<file path="src/rtl/wb_vmon_pkg.sv">
// rtl/wb_vmon_pkg.sv - SEL patterns, size codes and message type for the vmon write monitor
package wb_vmon_pkg;

    localparam logic [3:0] SEL_B0 = 4'b0001;
    localparam logic [3:0] SEL_B1 = 4'b0010;
    localparam logic [3:0] SEL_B2 = 4'b0100;
    localparam logic [3:0] SEL_B3 = 4'b1000;
    localparam logic [3:0] SEL_H0 = 4'b0011;
    localparam logic [3:0] SEL_H1 = 4'b1100;
    localparam logic [3:0] SEL_W  = 4'b1111;

    localparam logic [2:0] SZ_1 = 3'd1;
    localparam logic [2:0] SZ_2 = 3'd2;
    localparam logic [2:0] SZ_4 = 3'd4;

    typedef struct packed {
        logic [31:0] data;
        logic [2:0]  size;
    } vmon_msg_t;

endpackage

</file>
<file path="src/rtl/wb_vmon_write_monitor_sel_decode.sv">
// rtl/wb_vmon_write_monitor_sel_decode.sv - packs byte-lane-selected write data down to byte 0
module wb_vmon_sel_decode
    import wb_vmon_pkg::*;
(
    input  logic [3:0]  sel,
    input  logic [31:0] dat,
    output vmon_msg_t   msg,
    output logic        unsupported
);

    always_comb begin
        msg         = '0;
        unsupported = 1'b0;
        case (sel)
            SEL_B0: begin msg.data = {24'h0, dat[7:0]};   msg.size = SZ_1; end
            SEL_B1: begin msg.data = {24'h0, dat[15:8]};  msg.size = SZ_1; end
            SEL_B2: begin msg.data = {24'h0, dat[23:16]}; msg.size = SZ_1; end
            SEL_B3: begin msg.data = {24'h0, dat[31:24]}; msg.size = SZ_1; end
            SEL_H0: begin msg.data = {16'h0, dat[15:0]};  msg.size = SZ_2; end
            SEL_H1: begin msg.data = {16'h0, dat[31:16]}; msg.size = SZ_2; end
            SEL_W:  begin msg.data = dat;                 msg.size = SZ_4; end
            default: unsupported = 1'b1;
        endcase
    end

endmodule

</file>
<file path="src/rtl/wb_vmon_write_monitor.sv">
// rtl/wb_vmon_write_monitor.sv - passive Wishbone tap turning mailbox writes into vmon messages
module wb_vmon_write_monitor
    import wb_vmon_pkg::*;
#(
    parameter int                       WB_ADDR_WIDTH = 32,
    parameter int                       WB_DATA_WIDTH = 32,
    parameter logic [WB_ADDR_WIDTH-1:0] ADDRESS       = '0
) (
    input  logic                       clk_i,
    input  logic                       rst_i,
    input  logic [WB_ADDR_WIDTH-1:0]   ADR,
    input  logic [WB_DATA_WIDTH-1:0]   DAT_W,
    input  logic                       CYC,
    input  logic                       ERR,
    input  logic [WB_DATA_WIDTH/8-1:0] SEL,
    input  logic                       STB,
    input  logic                       ACK,
    input  logic                       WE,
    output logic                       msg_valid,
    output logic [31:0]                msg_data,
    output logic [2:0]                 msg_size,
    output logic                       sel_err,
    output logic [31:0]                msg_count
);

    localparam int LSB = $clog2(WB_DATA_WIDTH) - 1;

    generate
        if (WB_DATA_WIDTH != 32) begin : g_bad_width
            $error("wb_vmon_write_monitor supports WB_DATA_WIDTH=32 only");
        end
    endgenerate

    logic        addr_eq;
    logic        hit;
    vmon_msg_t   dec_msg;
    logic        dec_unsupported;
    logic [31:0] merged_data;
    logic        unused_inputs;

    // ERR is deliberately ignored: only ACK-terminated writes count
    assign unused_inputs = ^{ERR, ADR[LSB-1:0]};

    assign addr_eq = (ADR[WB_ADDR_WIDTH-1:LSB] == ADDRESS[WB_ADDR_WIDTH-1:LSB]);
    assign hit     = CYC & STB & ACK & WE & addr_eq;

    wb_vmon_sel_decode u_sel_decode (
        .sel         (SEL),
        .dat         (DAT_W),
        .msg         (dec_msg),
        .unsupported (dec_unsupported)
    );

    // Bytes beyond the message size keep whatever the register held before
    always_comb begin
        merged_data = msg_data;
        for (int b = 0; b < 4; b++) begin
            if (b < int'(dec_msg.size)) begin
                merged_data[8*b +: 8] = dec_msg.data[8*b +: 8];
            end
        end
    end

    always_ff @(posedge clk_i) begin
        if (rst_i) begin
            msg_valid <= 1'b0;
            sel_err   <= 1'b0;
            msg_data  <= '0;
            msg_size  <= '0;
            msg_count <= '0;
        end else begin
            msg_valid <= hit & ~dec_unsupported;
            sel_err   <= hit & dec_unsupported;
            if (hit && !dec_unsupported) begin
                msg_data  <= merged_data;
                msg_size  <= dec_msg.size;
                msg_count <= msg_count + 32'd1;
            end
        end
    end

endmodule

</file>
<file path="config.mk">
export PLATFORM = sky130hd
export DESIGN_NAME = wb_vmon_write_monitor
export DESIGN_NICKNAME = d
export VERILOG_FILES = /design/src/rtl/wb_vmon_pkg.sv /design/src/rtl/wb_vmon_write_monitor_sel_decode.sv /design/src/rtl/wb_vmon_write_monitor.sv
export SDC_FILE = /design/constraint.sdc
export NUM_CORES = 1
export LEC_CHECK = 0
export ABC_AREA = 1
export BUFFER_PORTS_ARGS = -buffer_cell sky130_fd_sc_hd__buf_2
export CELL_PAD_IN_SITES_DETAIL_PLACEMENT = 0
export CELL_PAD_IN_SITES_GLOBAL_PLACEMENT = 1
export CORE_ASPECT_RATIO = 1.25
export CORE_MARGIN = 2
export CORE_UTILIZATION = 30
export DETAILED_ROUTE_END_ITERATION = 6
export HOLD_SLACK_MARGIN = 0.1
export PLACE_DENSITY = 0.81
export REMOVE_ABC_BUFFERS = 1
export SLEW_MARGIN = 40
export SYNTH_ARGS = -nofsm -noshare
export SYNTH_HDL_FRONTEND = slang
export SYNTH_SLANG_ARGS = --single-unit
</file>
<file path="constraint.sdc">
create_clock -name clk_i -period 2.4 [get_ports clk_i]
set_clock_uncertainty 0.05 [all_clocks]
set_input_delay 0.36 -clock clk_i [delete_from_list [all_inputs] [get_ports clk_i]]
set_output_delay 0.36 -clock clk_i [all_outputs]
set_load 0.1 [all_outputs]
</file>
Yosys cells after proc, flatten, opt, wreduce, memory -nomap -nowiden
Cells that the tools add are included.
{"block": "word_totals", "latchBits": 0, "ff_bits": 69, "mem_bits_rw": 0, "input_bits": 75, "mem_bits_ro": 0, "mem_count": 0}
{"block": "op_classes", "mux": 2, "mul": 0, "div": 0, "order_cmp": 4, "n_eq_ne": 7, "add_sub_neg": 1, "reduce_logical": 7, "shift": 0, "bitwise": 6}
{"cell": "35-bit one-hot mux with 7 select lines", "n": 1}
{"cell": "32-bit by 1-bit adder with 32-bit output (second input constant)", "n": 1}
{"cell": "28-bit zero test", "n": 1}
{"cell": "4-bit == test (second input constant)", "n": 3}
{"cell": "4-bit by 2-bit == test with 1-bit output (second input constant)", "n": 2}
{"cell": "2-bit AND reduction", "n": 4}
{"cell": "7-bit OR reduction", "n": 1}
{"cell": "1-bit bitwise AND", "n": 6}
{"cell": "1-bit by 3-bit < comparator with 1-bit output (first input constant)", "n": 2}
{"cell": "2-bit by 3-bit < comparator with 1-bit output (first input constant)", "n": 2}
{"cell": "4-bit by 1-bit == test with 1-bit output (second input constant)", "n": 1}
{"cell": "4-bit by 3-bit == test with 1-bit output (second input constant)", "n": 1}
{"cell": "1-bit logical AND", "n": 1}
{"cell": "1-bit two-way mux", "n": 1}

Depth between registers and ports, before layout
Gate-level depths: netlist of the first run.
{"block": "depth", "word_depth": 6, "depth_mapped": 13, "mapped_depth_nobuf": 10}

Hierarchy
Synthesis of the first run repeated with hierarchy kept, for this count alone.
{"block": "unflattened", "hier_cells": 762, "area_unflattened_um2": 4411.7}
{"module": "wb_vmon_write_monitor", "cells_per_inst": 619, "area_each_um2": 3792.4, "n_inst": 1}
{"module": "wb_vmon_sel_decode", "cells_per_inst": 143, "area_each_um2": 619.3, "n_inst": 1}

Worst setup path after synthesis of the first run
Ideal clock, no wire load.
{"block": "synth_path", "path_type": "flip-flop to flip-flop", "from": "register msg_count[1]", "to": "register msg_count[22]", "synth_period_minus_slack_ns": 2.380, "setup_slack_ns": 0.020, "arrival_ns": 2.202, "setup_ns": 0.128, "path_stages_with_launch": 9, "path_cell_list": "dfxtp_1 -> ha_1 -> nand2_1 -> nor2_1 -> nand3b_1 -> nor3_1 -> nand4_1 -> nand2_1 -> nor2_1"}
{"block": "synth_between", "elab_chain_cells": 1}
{"item": "start, declared", "line": "wb_vmon_write_monitor.sv:23", "source": "output logic [31:0] msg_count"}
{"item": "start signal, assigned", "line": "wb_vmon_write_monitor.sv:77", "source": "msg_count <= msg_count + 32'd1;"}
{"item": "32-bit by 1-bit adder with 32-bit output", "line": "wb_vmon_write_monitor.sv:77"}
No other way between the ends.
A chain may end at the register's enable or synchronous reset.

Worst setup path in the final report of the first run
{"block": "layout_path", "from": "register msg_count[0]", "to": "register msg_count[22]"}
Same word-level chain as after synthesis.

==> metrics.log, run 1 <==
[metrics] post-synthesis instance total: 681
[metrics] top_reg_cell synth: sky130_fd_sc_hd__dfxtp_1
[metrics] setup violators final: 0
[metrics] fraction of the cycle the final worst path needs: 0.812
[metrics] Die Span Y: 135 um
[metrics] Syn. warnings: 0
[metrics] Hold/Removal Path Class: in2reg
[metrics] total half-perimeter wirelength after legalization and detailed placement: between 9000 and 10000 um
[metrics] Required @ worst endpoint: roughly 2.6 ns
[metrics] Total Die Area: 14600 um^2
[metrics] vias per inst: 4.70
[metrics] std cell rows: between 40 and 50
[metrics] clock period minus worst slack: approximately 2 ns
[metrics] number of buffers inserted during clock tree synthesis: 9
[metrics] maximum number of pins on one net before global-route repair: 44
[metrics] all-layer global routing usage: 0.181
[metrics] Die Wd: between 100 and 150 um
[metrics] critical path type: reg2reg
[metrics] IO Port Bufs: ~140
[metrics] TritonCTS clock tree: yes
[metrics] starting density of the core: 0.308
[metrics] wire length of the first global-routing pass: 20800 um
[metrics] sequential fraction of the synthesis area: 0.338
[metrics] number of max-cap violations: 0
[metrics] DRC marker count from the first detailed-route iteration: around 260
[metrics] Final Hold Violating Endpoints: 0
[metrics] total number of nets in the final design: roughly 890
[metrics] number of antenna violations at the first check in global routing: 0
[metrics] Post-CTS Hold Fix Bufs: 0
[metrics] Power per Cell Area: 570 nW/um^2
[metrics] insertion delay of the later-clocked pin in the worst-skew pair: roughly 0.33 ns
[metrics] drt total wl: roughly 13000 um
[metrics] setup TNS after final layout: 0 ns
[metrics] type of origin of the critical path: register
[metrics] number of placed cells counting well taps: between 900 and 1000
[metrics] vias after detailed routing: ~4700
[metrics] count of placed standard cells in the final layout, fillers left out: just under 1000
[metrics] antenna diode count: 0
[metrics] Crit path largest cell delay: ~0.40 ns
[metrics] maximum buffer depth of the clock tree: 2
[metrics] flip-flop and latch count after synthesis: between 60 and 70
[metrics] highest attainable clock frequency: between 500 and 600 MHz
[metrics] Top Ports: about 140
[metrics] count of flip-flops with a built-in enable after synthesis: 0
[metrics] number of buffers and inverters on the critical path: 0
[metrics] number of optimization iterations in the first detailed-route pass: 4
[metrics] overall overflow remaining after global route: 0
[metrics] async set-reset flop share out of synthesis: 0
[metrics] peak ir drop on the vdd network: between 300 and 400 uV
[metrics] worst-margin pin slew: roughly 0.74 ns
[metrics] sinks on the clock net: 69
[metrics] setup repair after global routing missed its margin: no
[metrics] arrival time at the worst endpoint: 2.16 ns
[metrics] post-synthesis instance area: a little over 4000 um^2
[metrics] routed length per placed instance: 13.1 um
[metrics] number of buffers added for setup after CTS: 0
[metrics] quantity of gates resized following cts: 0
[metrics] sequence of cells on the critical path: ha_1 -> nand2_1 -> nor2_1 -> nand3b_1 -> nor3_1 -> nand3_1 -> nand2_1 -> nand2_1 -> nor2_1
[metrics] CP max-delay cell: sky130_fd_sc_hd__dfxtp_1
[metrics] gpl congestion: roughly 0.87
[metrics] post-route ant nets: 0
[metrics] max_slew headroom: 0.509
[metrics] synthesized area per cell: 6.01 um^2
[metrics] category of the worst setup path capture point: register
[metrics] top cell family by delay on the critical path: simple AND/OR/NAND/NOR gates
[metrics] critical-path maximum fanout: 5
[metrics] clock edge transition at the registers on the reported setup and hold paths: ~0.060 ns
[metrics] Area growth syn-to-layout: 29.6%
[metrics] via count of the first global-routing pass: 4339
[metrics] area inside the core boundary: roughly 13000 um^2
[metrics] cell occurring most often along the worst timing path: sky130_fd_sc_hd__nand2_1
[metrics] final routed DRC violation total: 0
[metrics] deepest level of the CTS H-tree: 3
[metrics] Clk Tree Root Cell: sky130_fd_sc_hd__clkbuf_16
[metrics] Max Transition Viols Final: 0
[metrics] post-synthesis cell type count: 24
[metrics] proportion of layout cells with a drive suffix above 1: 0.214
[metrics] Static Leakage: 0.00247 uW
[metrics] status: finished, final reports clean
## state kept, by name, indices dropped and copies added, names as in the netlist
signal	cells
msg_count	32
msg_data	32
msg_size	3
msg_valid	1
sel_err	1
## power breakdown
group,internal (uW),switching (uW),total [uW]
logic,76.0,133,209
clock network,1150,521,1670
registers,1150,0.0000000362,1150
## placed cells by master (no fill, tap or decap), drive strengths merged
cell type  instances
xor2              11
ha                 1
buf              145
nand2            217
nand4             15
bufinv             4
nand3b             7
inv               64
o21ai             35
nand3             50
dfxtp             69
clkinv             3
xnor2              2
clkbuf            10
nor3               2
nor2             148
a21oi             40
## cell usage after synthesis (all sizes together), types with 7 or more instances
master / n / area, um^2
a21oi: 40 / 200
buf: 10 / 86.3
clkbuf: 9 / 33.8
dfxtp: 69 / 1380
inv: 64 / 240
nand2: 217 / 822
nand3: 50 / 265
nand3b: 7 / 52.6
nand4: 15 / 93.8
nor2: 148 / 602
o21ai: 35 / 175
xor2: 11 / 96.3
## cells by family (layout without fill, tap and decap cells)
| kind of cell | Yosys count | in the layout | share of synthesized area |
|---|---|---|---|
| flip-flops | 69 | 69 | 0.338 |
| AO/OA/AOI/OAI | 75 | 75 | 0.0917 |
| XOR/XNOR | 13 | 13 | 0.0278 |
| adder cells (fa/ha/maj) | 1 | 1 | 0.00306 |
| buffers and inverters | 84 | 226 | 0.0890 |
| AND/OR/NAND/NOR | 439 | 439 | 0.451 |
## worst register-to-register path, delay by kind of cell (launching register included)
| kind | cells | cell delay [ns] |
|---|---|---|
| DFF | 1 | 0.40 |
| adders and majority gates | 1 | 0.21 |
| and+or+nand+nor | 8 | 1.23 |
## per-stage QoR
stage               utilization  hold WS, ns  cell area [um^2]  total power [uW]  setup slack [ns]
CTS                       0.399        0.239              5300              3050             0.473
detailed placement        0.371        0.406              4930              1380             0.389
global placement          0.371        0.400              4930              1380             0.393
floorplan                     -        0.379              3970              1260            0.0373
global route              0.399        0.249              5300              3130             0.278
finish                    0.399        0.248              5300              3020             0.451
## routing by layer
| layer | track usage | wire length [um] | part of all wire |
|---|---|---|---|
| met1 | 0.210 | 5430 | 0.42 |
| met2 | 0.322 | 6600 | 0.51 |
| met3 | 0.0420 | 757 | 0.058 |
| met4 | 0.0641 | 240 | 0.018 |
| met5 | 0 | 0 | 0 |
## final timing paths
kind | from | endpoint | slack, ns | depth (start not counted)
worst max-delay path | msg_count[0] | msg_count[22] | 0.45 | 9
worst min-delay path | DAT_W[27] | msg_data[27] | 0.25 | 3
worst max register to register | msg_count[0] | msg_count[22] | 0.45 | 9
worst min register to register | msg_data[7] | msg_data[7] | 0.41 | 2
## cell type report
cell class	instances	area, um^2
inverter	65	244
clock inverter	6	134
timing repair buffer	145	743
fill	1562	7990
tap	171	214
sequential	69	1380
multi-input combinational	528	2350
clock buffer	10	239
Power figures use the tool's default switching activity.
==> run 2, diff against run 1 <==
Settings changed: PLACE_DENSITY 0.81 to 0.84.
Clock period 2.4 ns to 1.75 ns, I/O delays scaled along.
==> run 2 against run 1 <==
Via count is 1.1% higher. Utilization grew 1.6 points. Cell count grew 2.7%. Clock-buffer cell count unchanged. Sequential cell count is the same. Power up 22%. Setup slack got worse by 0.30 ns. Register-to-register slack got worse by 0.30 ns. Die area did not move. Critical path depth decreased by 7. Critical path type is now reg2out. Highest routed layer unchanged.
==> metrics.log, run 2 (same netlist as run 1, synthesis figures left out) <==
[metrics] flop-to-flop setup slack: 0.15 ns (-0.30 ns)
[metrics] net switching power figure: 907 uW (+39%)
[metrics] max_slew headroom: 0.656 (+0.147)
[metrics] Clk Tree Root Cell: sky130_fd_sc_hd__clkbuf_16
[metrics] depth of the worst register-to-register path: 12 (+3)
[metrics] proportion of layout cells with a drive suffix above 1: 0.251 (+0.0367)
[metrics] std cell rows: 47 (unchanged)
[metrics] Seq. cell area: 1380 um^2 (+0.18%)
[metrics] internal portion of total power: 2780 uW (+17%)
[metrics] vias after detailed routing: 4725 (+1.1%)
[metrics] TritonCTS clock tree: yes
[metrics] Power per Cell Area: 670 nW/um^2 (+17%)
[metrics] number of max-cap violations: 0 (unchanged)
[metrics] critical-path maximum fanout: 4 (-1)
[metrics] area inside the core boundary: 13300 um^2 (unchanged)
[metrics] DRC marker count from the first detailed-route iteration: 162 (-37%)
[metrics] count of placed standard cells in the final layout, fillers left out: 1021 (+2.7%)
[metrics] most frequent standard cell in the layout excluding fill and tap cells: sky130_fd_sc_hd__nand2_1
[metrics] antenna diode count: 0 (unchanged)
[metrics] total met3 wirelength after detailed routing: 822 um (+8.6%)
[metrics] number of placed cells counting well taps: 1004 (+2.7%)
[metrics] critical path type: reg2out
[metrics] endpoint of the lowest-slack register-to-register path: msg_count[26]
[metrics] Die Wd: 108 um (unchanged)
[metrics] Hold EP: msg_data[19]
[metrics] IO Port Bufs: 138 (unchanged)
[metrics] Final Hold Violating Endpoints: 0 (unchanged)
[metrics] number of buffers inserted during clock tree synthesis: 9 (unchanged)
[metrics] final routed DRC violation total: 0 (unchanged)
[metrics] deepest level of the CTS H-tree: 3 (unchanged)
[metrics] topmost layer with routed signal wires: met4
[metrics] all-layer global routing usage: 0.189 (+0.00786)
[metrics] total half-perimeter wirelength after legalization and detailed placement: 10100 um (+1.5%)
[metrics] worst-margin pin slew: 0.516 ns (-0.220 ns)
[metrics] switching power as a share of total power: 0.246 (+0.0297)
[metrics] routed length on met2: 6730 um (+1.9%)
[metrics] Die Span Y: 135 um (unchanged)
[metrics] number of antenna violations at the first check in global routing: 0 (unchanged)
[metrics] maximum buffer depth of the clock tree: 2 (unchanged)
[metrics] highest attainable clock frequency: 624 MHz
[metrics] setup repair after global routing missed its margin: yes
[metrics] Hold/Removal Path Class: in2reg
[metrics] Static Leakage: 0.00257 uW (+4.3%)
[metrics] sequence of cells on the critical path: buf_4 -> buf_2
[metrics] worst hold path stage count: 3 (unchanged)
[metrics] top library cells by usage in the layout, fill and taps aside: sky130_fd_sc_hd__nand2_1, sky130_fd_sc_hd__nor2_1, sky130_fd_sc_hd__buf_2
[metrics] Max Transition Viols Final: 0 (unchanged)
[metrics] sequential fraction of design power: 0.426 (+0.047)
[metrics] clock edge transition at the registers on the reported setup and hold paths: 0.06 ns (about the same)
[metrics] number of optimization iterations in the first detailed-route pass: 4 (unchanged)
[metrics] clock period minus worst slack: 1.60 ns
[metrics] area taken by multi-input logic gates: 2390 um^2 (+1.9%)
[metrics] starting density of the core: 0.308 (unchanged)
[metrics] insertion delay of the later-clocked pin in the worst-skew pair: 0.34 ns (about the same)
[metrics] Area growth syn-to-layout: 34.6%
[metrics] sinks on the clock net: 69 (unchanged)
[metrics] via count of the first global-routing pass: 4557 (+5.0%)
[metrics] arrival time at the worst endpoint: 1.29 ns (-0.87 ns)
[metrics] status: finished, final reports clean
[metrics] CP max-delay cell: sky130_fd_sc_hd__buf_2
[metrics] vias per inst: 4.63 (-1.6%)
[metrics] Required @ worst endpoint: 1.44 ns (-1.17 ns)
[metrics] setup TNS after final layout: 0 ns (unchanged)
[metrics] peak ir drop on the vdd network: 697 uV (+120%)
[metrics] Post-CTS Hold Fix Bufs: 0 (unchanged)
[metrics] origin of the critical flop-to-flop path: msg_count[0]
[metrics] category of the worst setup path capture point: primary output
[metrics] total number of nets in the final design: 921 (+3.0%)
[metrics] overall overflow remaining after global route: 0 (unchanged)
[metrics] Clk network pwr share: 0.495 (-0.057)
[metrics] overall power: 3690 uW (+22%)
[metrics] post-route ant nets: 0 (unchanged)
[metrics] top cell family by delay on the critical path: buffers and inverters
[metrics] Crit path largest cell delay: 0.41 ns (about the same)
[metrics] setup violators final: 0 (unchanged)
[metrics] type of origin of the critical path: register
[metrics] fraction of the cycle the final worst path needs: 0.916
[metrics] Total Die Area: 14600 um^2 (unchanged)
[metrics] routed length per placed instance: 12.9 um (-1.2%)
[metrics] M1 WL: 5430 um (about the same)
[metrics] worst hold path startpoint: DAT_W[19]
[metrics] drt total wl: 13200 um (+1.4%)
[metrics] wire length of the first global-routing pass: 21500 um (+3.4%)
[metrics] maximum number of pins on one net before global-route repair: 44 (unchanged)
[metrics] number of inserted filler cells in the final layout: 1516 (-2.9%)
[metrics] combinational group share of total power: 0.079 (+0.010)
[metrics] Top Ports: 144 (unchanged)
[metrics] gpl congestion: 0.869 (+0.38%)
[metrics] biggest regs: msg_count (32), msg_data (32), msg_size (3)
[metrics] number of buffers and inverters on the critical path: 2 (+2)
[run 2: worst max-delay path by stage]
stage / endpoint / startpoint / slack (ns) / cells past startpoint
6_report: msg_count[16] / msg_count[16] / 0.15 / 2
5_1_grt: msg_count[26] / msg_count[0] / -0.005 / 12
4_1_cts: msg_count[22] / msg_count[0] / 0.06 / 9
3_5_place_dp: msg_size[1] / ADR[19] / 0.03 / 10
3_3_place_gp: msg_size[1] / ADR[9] / 0.04 / 10
2_1_floorplan: msg_count[22] / msg_count[1] / -0.61 / 8
[run 2: cell type report]
type                    instances  area share
inverters                      65      0.0443
flip-flops and latches         69       0.251
clock inverters                 6      0.0116
repair buffers                172       0.178
multi-input cells             528       0.434
well taps                     171      0.0388
clock buffers                  10      0.0416
[run 2: through the flow]
| step | setup slack (ns) | instance area (um^2) | utilization | hold WS (ns) |
|---|---|---|---|---|
| global placement | 0.0378 | 5160 | 0.388 | 0.397 |
| floorplan | -0.613 | 3970 | - | 0.282 |
| detailed placement | 0.0290 | 5160 | 0.388 | 0.407 |
| global route | -0.00483 | 5510 | 0.415 | 0.130 |
| CTS | 0.0648 | 5460 | 0.410 | 0.111 |
| finish | 0.148 | 5510 | 0.415 | 0.131 |
[run 2: timing repair]
action | in CTS | in global routing
endpoints found under the setup margin | 0 | 9
resized for setup | 0 | 13
hold endpoints to repair | 0 | 0
setup buffers | 0 | 1
[run 2: worst register-to-register path: cells and delay by family (launching register included)]
family	cells	cell delay, ns
adders and majority gates	1	0.14
buffers and inverters	3	0.36
AOI/OAI and AO/OA	1	0.05
DFF	1	0.35
and+or+nand+nor	7	0.51
[run 2: routing by layer]
| metal | vias to the layer above | track usage |
|---|---|---|
| met5 | - | 0 |
| met4 | 0 | 0.0634 |
| met3 | 16 | 0.0569 |
| met2 | 118 | 0.343 |
| met1 | 2120 | 0.206 |
| li1 | 2471 | - |
[run 2: power groups by stage]
stage	Clock (uW)	Sequential, uW	Combinational [uW]
2_1_floorplan	0	1610	117
3_3_place_gp	0	1610	293
3_5_place_dp	0	1610	294
4_1_cts	1890	1570	295
5_1_grt	1950	1570	332
6_report	1830	1570	293
